[config.mk]
export PLATFORM = sky130hd
export DESIGN_NAME = rob_recovery_walker
export DESIGN_NICKNAME = d
export VERILOG_FILES = /design/src/rtl/rob_recovery_walker_pkg.sv /design/src/rtl/rob_recovery_range_calc.sv /design/src/rtl/rob_recovery_walker.sv
export SDC_FILE = /design/constraint.sdc
export NUM_CORES = 1
export LEC_CHECK = 0
export BUFFER_PORTS_ARGS = -buffer_cell sky130_fd_sc_hd__buf_2
export CAP_MARGIN = 20
export CORE_MARGIN = 2
export CORE_UTILIZATION = 42
export CTS_CLUSTER_DIAMETER = 150
export DETAILED_ROUTE_END_ITERATION = 7
export GPL_ROUTABILITY_DRIVEN = 1
export GPL_TIMING_DRIVEN = 0
export PLACE_DENSITY_LB_ADDON = 0.12
export RECOVER_POWER = 100
export SETUP_SLACK_MARGIN = 0.5
export SLEW_MARGIN = 30
export SYNTH_ARGS = -nofsm -noshare
export SYNTH_HDL_FRONTEND = slang
export SYNTH_SLANG_ARGS = --single-unit
[constraint.sdc]
create_clock -name clk -period 7.1 [get_ports clk]
set_clock_uncertainty 0.05 [all_clocks]
set_input_delay 1.065 -clock clk [delete_from_list [all_inputs] [get_ports clk]]
set_output_delay 1.065 -clock clk [all_outputs]
set_load 0.01 [all_outputs]
[src/rtl/rob_recovery_walker_pkg.sv]
// rtl/rob_recovery_walker_pkg.sv - shared sizes, types and FSM states for the ROB recovery walker
package rob_recovery_walker_pkg;

    localparam int ROB_DEPTH = 32;
    localparam int TAG_W     = $clog2(ROB_DEPTH);
    localparam int ARCH_W    = 5;
    localparam int PREG_W    = 6;

    typedef logic [TAG_W-1:0] rob_tag_t;

    typedef struct packed {
        logic              wen;
        logic [ARCH_W-1:0] arch;
        logic [PREG_W-1:0] old_preg;
        logic [PREG_W-1:0] new_preg;
    } rob_walk_entry_t;

    typedef enum logic [1:0] {
        ST_IDLE  = 2'd0,
        ST_ARMED = 2'd1,
        ST_WALK  = 2'd2
    } recovery_walk_state_t;

endpackage

[src/rtl/rob_recovery_range_calc.sv]
// rtl/rob_recovery_range_calc.sv - squash boundary and squashed-entry count from the offending tag
module rob_recovery_range_calc #(
    parameter int ROB_DEPTH = 32,
    parameter int TAG_W     = $clog2(ROB_DEPTH)
) (
    input  logic [TAG_W-1:0] recovery_tag,
    input  logic             recovery_inclusive,
    input  logic [TAG_W-1:0] rob_tail,
    input  logic             rob_full,
    output logic [TAG_W-1:0] boundary,
    output logic [TAG_W:0]   remaining
);

    logic [TAG_W-1:0] span;

    assign boundary = recovery_inclusive ? recovery_tag : recovery_tag + TAG_W'(1);
    assign span     = rob_tail - boundary;

    // A full ROB with tail on the boundary means every entry is squashed, not none.
    assign remaining = (rob_full && span == '0) ? (TAG_W+1)'(ROB_DEPTH) : {1'b0, span};

endmodule

[src/rtl/rob_recovery_walker.sv]
// rtl/rob_recovery_walker.sv - ROB-side squash range broadcast and two-wide youngest-first rollback walk
// Optional statistics counters: RECOVERY_WALK_STATS_EN
module rob_recovery_walker
    import rob_recovery_walker_pkg::*;
#(
    parameter int ROB_DEPTH = rob_recovery_walker_pkg::ROB_DEPTH,
    parameter int TAG_W     = $clog2(ROB_DEPTH),
    parameter int ARCH_W    = rob_recovery_walker_pkg::ARCH_W,
    parameter int PREG_W    = rob_recovery_walker_pkg::PREG_W
) (
    input  logic              clk,
    input  logic              rst_n,
    input  logic              recovery_start,
    input  logic [TAG_W-1:0]  recovery_tag,
    input  logic              recovery_inclusive,
    input  logic [TAG_W-1:0]  rob_tail,
    input  logic              rob_full,
    input  logic              recovery_flush,
    input  logic              recovery_rollback,
    output logic [TAG_W-1:0]  rob_rd_tag_0,
    output logic [TAG_W-1:0]  rob_rd_tag_1,
    input  logic              rob_rd_wen_0,
    input  logic              rob_rd_wen_1,
    input  logic [ARCH_W-1:0] rob_rd_arch_0,
    input  logic [ARCH_W-1:0] rob_rd_arch_1,
    input  logic [PREG_W-1:0] rob_rd_old_preg_0,
    input  logic [PREG_W-1:0] rob_rd_old_preg_1,
    input  logic [PREG_W-1:0] rob_rd_new_preg_0,
    input  logic [PREG_W-1:0] rob_rd_new_preg_1,
    output logic [TAG_W-1:0]  flush_rob_tag_0,
    output logic [TAG_W-1:0]  flush_rob_tag_1,
    output logic              flush_rob_tag_0_valid,
    output logic              flush_rob_tag_1_valid,
    output logic              rat_restore_valid_0,
    output logic              rat_restore_valid_1,
    output logic [ARCH_W-1:0] rat_restore_arch_0,
    output logic [ARCH_W-1:0] rat_restore_arch_1,
    output logic [PREG_W-1:0] rat_restore_preg_0,
    output logic [PREG_W-1:0] rat_restore_preg_1,
    output logic              fl_return_valid_0,
    output logic              fl_return_valid_1,
    output logic [PREG_W-1:0] fl_return_preg_0,
    output logic [PREG_W-1:0] fl_return_preg_1,
    output logic              rob_tail_restore_valid,
    output logic [TAG_W-1:0]  rob_tail_restore,
`ifdef RECOVERY_WALK_STATS_EN
    output logic [31:0]       stat_recoveries,
    output logic [31:0]       stat_walk_cycles,
`endif
    output logic              ROB_recovery_finished
);

    localparam logic [TAG_W:0] CNT_ONE = (TAG_W+1)'(1);
    localparam logic [TAG_W:0] CNT_TWO = (TAG_W+1)'(2);

    recovery_walk_state_t state_q, state_d;
    logic [TAG_W-1:0]     boundary_q, walk_ptr_q, boundary_c;
    logic [TAG_W:0]       remaining_q, remaining_c, step;
    logic                 accept, active, slot0_live, slot1_live, finish, flushing;
    rob_walk_entry_t      entry_0, entry_1;

    rob_recovery_range_calc #(
        .ROB_DEPTH(ROB_DEPTH),
        .TAG_W    (TAG_W)
    ) u_range_calc (
        .recovery_tag      (recovery_tag),
        .recovery_inclusive(recovery_inclusive),
        .rob_tail          (rob_tail),
        .rob_full          (rob_full),
        .boundary          (boundary_c),
        .remaining         (remaining_c)
    );

    assign accept = (state_q == ST_IDLE) && recovery_start;

    // The first rollback cycle in ARMED already walks, so ARMED and WALK share the datapath.
    assign active     = (state_q == ST_ARMED || state_q == ST_WALK) && recovery_rollback;
    assign slot0_live = active && (remaining_q != '0);
    assign slot1_live = active && (remaining_q >= CNT_TWO);
    assign step       = slot1_live ? CNT_TWO : (slot0_live ? CNT_ONE : '0);
    assign finish     = active && (remaining_q <= CNT_TWO);
    assign flushing   = (state_q == ST_ARMED) && recovery_flush;

    always_comb begin
        state_d = state_q;
        case (state_q)
            ST_IDLE:  if (recovery_start) state_d = ST_ARMED;
            ST_ARMED: if (active) state_d = finish ? ST_IDLE : ST_WALK;
            ST_WALK:  if (finish) state_d = ST_IDLE;
            default:  state_d = ST_IDLE;
        endcase
    end

    always_ff @(posedge clk or negedge rst_n) begin
        if (!rst_n) begin
            state_q     <= ST_IDLE;
            boundary_q  <= '0;
            walk_ptr_q  <= '0;
            remaining_q <= '0;
        end else begin
            state_q <= state_d;
            if (accept) begin
                boundary_q  <= boundary_c;
                remaining_q <= remaining_c;
                walk_ptr_q  <= rob_tail - TAG_W'(1);
            end else if (active) begin
                walk_ptr_q  <= walk_ptr_q - step[TAG_W-1:0];
                remaining_q <= remaining_q - step;
            end
        end
    end

    assign entry_0 = '{wen: rob_rd_wen_0, arch: rob_rd_arch_0,
                       old_preg: rob_rd_old_preg_0, new_preg: rob_rd_new_preg_0};
    assign entry_1 = '{wen: rob_rd_wen_1, arch: rob_rd_arch_1,
                       old_preg: rob_rd_old_preg_1, new_preg: rob_rd_new_preg_1};

    assign rob_rd_tag_0 = walk_ptr_q;
    assign rob_rd_tag_1 = walk_ptr_q - TAG_W'(1);

    assign flush_rob_tag_0       = flushing ? boundary_q : '0;
    assign flush_rob_tag_1       = flushing ? walk_ptr_q : '0;
    assign flush_rob_tag_0_valid = flushing && (remaining_q != '0);
    assign flush_rob_tag_1_valid = flushing && (remaining_q != '0);

    // Slot 1 is older; the RAT applies slot 0 then slot 1 so the older old_preg wins.
    assign rat_restore_valid_0 = slot0_live && entry_0.wen;
    assign rat_restore_valid_1 = slot1_live && entry_1.wen;
    assign rat_restore_arch_0  = rat_restore_valid_0 ? entry_0.arch : '0;
    assign rat_restore_arch_1  = rat_restore_valid_1 ? entry_1.arch : '0;
    assign rat_restore_preg_0  = rat_restore_valid_0 ? entry_0.old_preg : '0;
    assign rat_restore_preg_1  = rat_restore_valid_1 ? entry_1.old_preg : '0;
    assign fl_return_valid_0   = rat_restore_valid_0;
    assign fl_return_valid_1   = rat_restore_valid_1;
    assign fl_return_preg_0    = rat_restore_valid_0 ? entry_0.new_preg : '0;
    assign fl_return_preg_1    = rat_restore_valid_1 ? entry_1.new_preg : '0;

    assign ROB_recovery_finished  = finish;
    assign rob_tail_restore_valid = finish;
    assign rob_tail_restore       = finish ? boundary_q : '0;

`ifdef RECOVERY_WALK_STATS_EN
    always_ff @(posedge clk or negedge rst_n) begin
        if (!rst_n) begin
            stat_recoveries  <= '0;
            stat_walk_cycles <= '0;
        end else begin
            if (accept && stat_recoveries != '1) stat_recoveries <= stat_recoveries + 32'd1;
            if (active && stat_walk_cycles != '1) stat_walk_cycles <= stat_walk_cycles + 32'd1;
        end
    end
`endif

    // A start outside IDLE is a controller protocol violation and is dropped.
    assert property (@(posedge clk) disable iff (!rst_n) recovery_start |-> state_q == ST_IDLE);

endmodule

# Word level (Yosys, flattened, before mapping)

Cells that the tools add are included.

Output and inout port bits: 67
Input bits: 53
Flip-flop bits (word level): 18
Memories: 0
Bits in writable memories: 0
ROM bits: 0
Bits in latches: 0
Logic and storage cells: 55

Shifts and indexed selects: 0
Add/sub/neg operators: 6
Reductions and logical operators: 16
Order comparisons: 2
Equal/unequal tests: 5
Bitwise logic cells: 0
$mul: 0
Div/mod/pow operators: 0
Multiplexer cells: 22

Operators by type and width:

| operator            | count |
|---|---|
| $mux 6              | 7 |
| $mux 5              | 8 |
| $logic_and 1x1->1   | 10 |
| $mux 2              | 5 |
| $sub 5x1->5 const B | 2 |
| $ge 6x2->1 const B  | 1 |
| $le 6x2->1 const B  | 1 |
| $ne 2x2->1 const B  | 3 |
| $pmux 2 s3          | 1 |
| $reduce_bool 6->1   | 1 |
| $sub 6x2->6         | 1 |
| $add 5x1->5 const B | 1 |
| $logic_not 5->1     | 1 |
| $sub 5x2->5         | 1 |
| $sub 5x5->5         | 1 |
| $reduce_and 3->1    | 1 |
| $eq 2x1->1 const B  | 1 |
| $eq 2x2->1 const B  | 1 |
| $logic_not 2->1     | 1 |
| $reduce_bool 2->1   | 1 |
| $logic_or 1x1->1    | 1 |
| $mux 1              | 1 |

# Depth between registers and ports, before layout

Word-level depth: 9
Depth in mapped cells: 11
Gate-level depth less buffers: 11

# By module

Synthesis repeated with hierarchy kept, for this count alone.

Cells, all modules: 236
Area, all modules: 1979.4 um^2

Modules (own cells, without submodules):

| module                  | instances | cells an instance | seq. area each (um^2) | area an instance (um^2) |
|---|---|---|---|---|
| rob_recovery_walker     | 1         | 204               | 450.4                 | 1696.6 |
| rob_recovery_range_calc | 1         | 32                | 0.0                   | 282.8 |

# Worst setup path before layout

Ideal clock, no wire load.

Path type: reg2out
From: register state_q[1]
To: output port fl_return_preg_0[0]
Stages on the path, launching flop included: 9
Data required time: 5985 ps
Setup slack: 4334 ps
Data arrival time: 1651 ps
Path buffers: 2
Path through: dfrtp_1 inv_1 ha_1 and2_4 buf_6 nand2_1 nor2_1 buf_2 and2_1

Cells in the longest elaborated chain, start to end: 6
Elaborated cells between the ends (all ways): 7
Classes of those cells: eq/ne (2); mux (1); reduce/logical (4)

RTL lines:

| element                                         | RTL line                   | source |
|---|---|---|
| start, declared                                 | rob_recovery_walker.sv:56  | `recovery_walk_state_t state_q, state_d;` |
| start signal, assigned                          | rob_recovery_walker.sv:101 | `state_q <= state_d;` |
| $eq 2x1->1 / $eq 2x2->1 (equally long branches) | rob_recovery_walker.sv:77  | `assign active = (state_q == ST_ARMED \|\| state_q == ST_WALK) && recovery_rollback;` |
| $logic_or 1x1->1 *                              | rob_recovery_walker.sv:77  |  |
| $logic_and 1x1->1 *                             | rob_recovery_walker.sv:77  |  |
| $logic_and 1x1->1 *                             | rob_recovery_walker.sv:78  | `assign slot0_live = active && (remaining_q != '0);` |
| $logic_and 1x1->1 *                             | rob_recovery_walker.sv:127 | `assign rat_restore_valid_0 = slot0_live && entry_0.wen;` |
| named net fl_return_valid_0                     | rob_recovery_walker.sv:40  | `output logic fl_return_valid_0,` |
| $mux 6 *                                        | rob_recovery_walker.sv:135 | `assign fl_return_preg_0 = rat_restore_valid_0 ? entry_0.new_preg : '0;` |
| end, declared                                   | rob_recovery_walker.sv:42  | `output logic [PREG_W-1:0] fl_return_preg_0,` |

Mark *: on every way through the listed nets, which the timed path passes. The rest lies on a longest branch.

==> results.toml <==
[status]
outcome = "finished clean"

[pwr]
p_int_mw = 0.385
vdd_ir_drop_max_mv = 0.157
combPwrFrac_pct = 60.4
seqPwrFrac_pct = 28.2
power_mw = 0.729
clkPwrFrac_pct = 11.4
p_sw_share_pct = 47.2
switching_power_mw = 0.344
p_per_area_mw_per_mm2 = 299
power.leakage_nw = 1.25

[setup_path]
path_common_cell = "clkbuf_1"
arrival_ns = 2.81
critPathBufInv = 4
slowest_stage = "clkbuf_1"
required_ns = 5.98
setup.worst_path.start_class = "primary input"
end_kind = "primary output"
critPathMaxStageDelay_ns = 0.33
path_cells = "clkbuf_1 -> and2_0 -> clkbuf_1 -> nand2_1 -> nor2_1 -> clkbuf_1 -> and2_1 -> clkbuf_1"
crit_family = "buffers and inverters"
critPathMaxFanout = 11
worstSetupPathType = "primary input to primary output"

[detailed_routing]
post-route-drc-count = 0
drt_iter0_markers = 79
drtPass1Iterations = 4
routed_wl_mm = 4.81
wl_per_cell_um = 12.2
dr_total_vias = 1896
viasPerCell = 4.81
ant_nets = 0

[clock_network]
clock_sink_count = 18
cts_buffer_depth = 2
cts-root-buf = "clkbuf_8"
cts_resized = 0
clk_pin_slew_ns = 0.07
cts_tree = "done"
cts_setup_buffers = 0
cts_buffers = 3
postCtsHoldBufs = 0
htree_levels = 1
clkLatencyLatePin_ns = 0.25

[sta]
relSlewSlack_pct = 33.0
layout_setup_ws_ns = 3.18
tightestPinTransition_ns = 1.00
period_minus_slack_ns = 3.92
slew_viol_final = 0
max_freq_mhz = 255
fin_setup_tns_ns = 0
hold_ws_ns = 0.450
period_share_pct = 55.2
rsz0062_at_grt = "no"
setup_viol = 0
hold_viol_final = 0

[die]
dieArea_mm2 = 0.00496
core.rowCount = 24
initial_core_util_pct = 43.2
core_area_mm2 = 0.00429
dieHeight_um = 70.4
pin_count = 120
fp.dieW_um = 70.4

[synth]
synth_top_area_share_pct = 24.3
syn-cell-area_mm2 = 0.00185
syn_avg_cell_area_um2 = 8.47
ys_seq_elements = 18
syn-num-nets = 289
synthCells = 219
synth_warnings = 0
yosysTopAreaCell = "dfrtp_1"
synth_area_leaders = "dfrtp_1 (24%), ha_1 (9.4%), and2_1 (7.4%), and2_4 (4.7%), xor2_1 (4.7%)"
synth-seq-area-share_pct = 24.3
yosys.cell_types.count = 41

[finish]
layout.nets = 413
n_antenna_cell = 0
fin_area_mm2 = 0.00244
finalNonFillerCells = 394
final_layout_size_suffix_gt1_share_pct = 28.4
area_delta_synth_final_pct = 31.7
post-route-util_pct = 56.9
n_fill_cell = 448

[placed_design]
dpl-instance-area_mm2 = 0.00251
hpwlAfterDp_mm = 4.05
dp_slack_ns = 3.62
port_buffers = 119
place.gp.congestion = 0.755
dp.cells = 390

[job]
maxCapViolations = 0

[min_path]
hold_path.class = "register to register"

[global_routing]
grt_overflow_total = 0
groute.usage.overall_pct = 18.8
grt_pass1_vias = 1696
grt_max_degree = 19
antenna_found_initial = 0
grt_pass1_wl_mm = 7.60
[routing by layer]
layer / vias to the layer above / track usage [%] / wire length [µm]
met5: - / 0 / 0
met1: 846 / 22.4 / 1940
met4: 0 / 5.77 / 58
li1: 965 / - / -
met2: 80 / 34.0 / 2410
met3: 5 / 3.32 / 403
[kinds of logic after synthesis]
kind of cell	synth area share (%)
AOI/OAI and AO/OA	10.8
xor gates and xnor gates	10.2
adders and majority gates	12.7
buffers and inverters	8.37
DFF	24.3
muxes	1.69
and+or+nand+nor	32.0
[worst register-to-register path: cells and delay by family, from the launching register on]
kind	cells	cell delay, ns
adder cells (fa/ha/maj)	2	0.63
AO/OA/AOI/OAI	2	0.61
buffers and inverters	2	0.41
AND/OR/NAND/NOR	2	0.40
flip-flops	1	0.38
XOR/XNOR	1	0.20
[cell usage after synthesis, drive strengths merged]
master    n
buf       9
a21oi     7
a211oi    1
nand4     1
inv      14
nand2    24
mux2i     2
clkbuf    5
xor2     10
xnor2     9
and4b     2
o21ai    11
mux2      1
nand2b    1
nor2b     1
and2     40
nor3      3
nor4      3
ha       14
o41ai     1
nor2     16
o22ai     1
o211ai    1
nand4b    1
a31oi     3
nand3     1
a2bb2oi   1
a21o      2
xnor3     1
a2111oi   1
fa        3
and3     10
a22o      1
dfrtp    18
[cell usage in the layout, fill, tap and decap left out, types with 2 or more instances in the layout]
| cell | count |
|---|---|
| mux2i_1 | 2 |
| nand2_1 | 24 |
| xor2_1 | 10 |
| fa_1 | 3 |
| a21oi_1 | 7 |
| xnor2_1 | 9 |
| clkbuf_8 | 4 |
| o21ai_0 | 11 |
| and4b_1 | 2 |
| dfrtp_1 | 18 |
| a21o_1 | 2 |
| buf_4 | 2 |
| nor2_1 | 16 |
| and2_0 | 6 |
| and2_1 | 17 |
| and3_1 | 10 |
| nor4_1 | 2 |
| nor3_1 | 3 |
| clkbuf_1 | 60 |
| buf_2 | 69 |
| a31oi_1 | 3 |
| inv_1 | 14 |
| and2_2 | 17 |
| ha_1 | 14 |
| clkbuf_4 | 2 |
[registers in the layout, summed over array words and instances (netlist names)]
name,count
rob_rd_tag_0,5
boundary_q,5
remaining_q,6
state_q,2
[layout make-up]
class                           count  area (µm²)  area share [%]
Sequential cell                    18         450            18.4
Buffer                             14        67.6            2.77
Multi-Input combinational cell    173        1220            49.9
Inverter                           14        52.6            2.15
Tap cell                           52        65.1            2.66
Clock buffer                        4        55.1            2.25
Timing Repair Buffer              119         533            21.8
[power groups by stage]
stage	logic (mW)	clock network (mW)	registers, mW
after floorplan	0.324	0	0.201
after global placement	0.482	0	0.205
after detailed placement	0.488	0	0.207
after CTS	0.490	0.0858	0.205
after global routing	0.494	0.0895	0.213
final	0.440	0.0831	0.206
[path summary, 6_finish.rpt]
| path | to | from | cells after the start | slack [ns] |
|---|---|---|---|---|
| worst max register to register | rob_rd_tag_0[3] | state_q[1] | 9 | 4.31 |
| worst min-delay path | boundary_q[2] | boundary_q[2] | 2 | 0.45 |
| min in group asynchronous | rob_rd_tag_0[0] | rst_n | 1 | 0.90 |
| worst min register to register | boundary_q[2] | boundary_q[2] | 2 | 0.45 |
| worst max-delay path | fl_return_preg_0[4] | recovery_rollback | 8 | 3.18 |
| max in group asynchronous | rob_rd_tag_0[4] | rst_n | 1 | 5.49 |
Power figures use the tool's default switching activity.
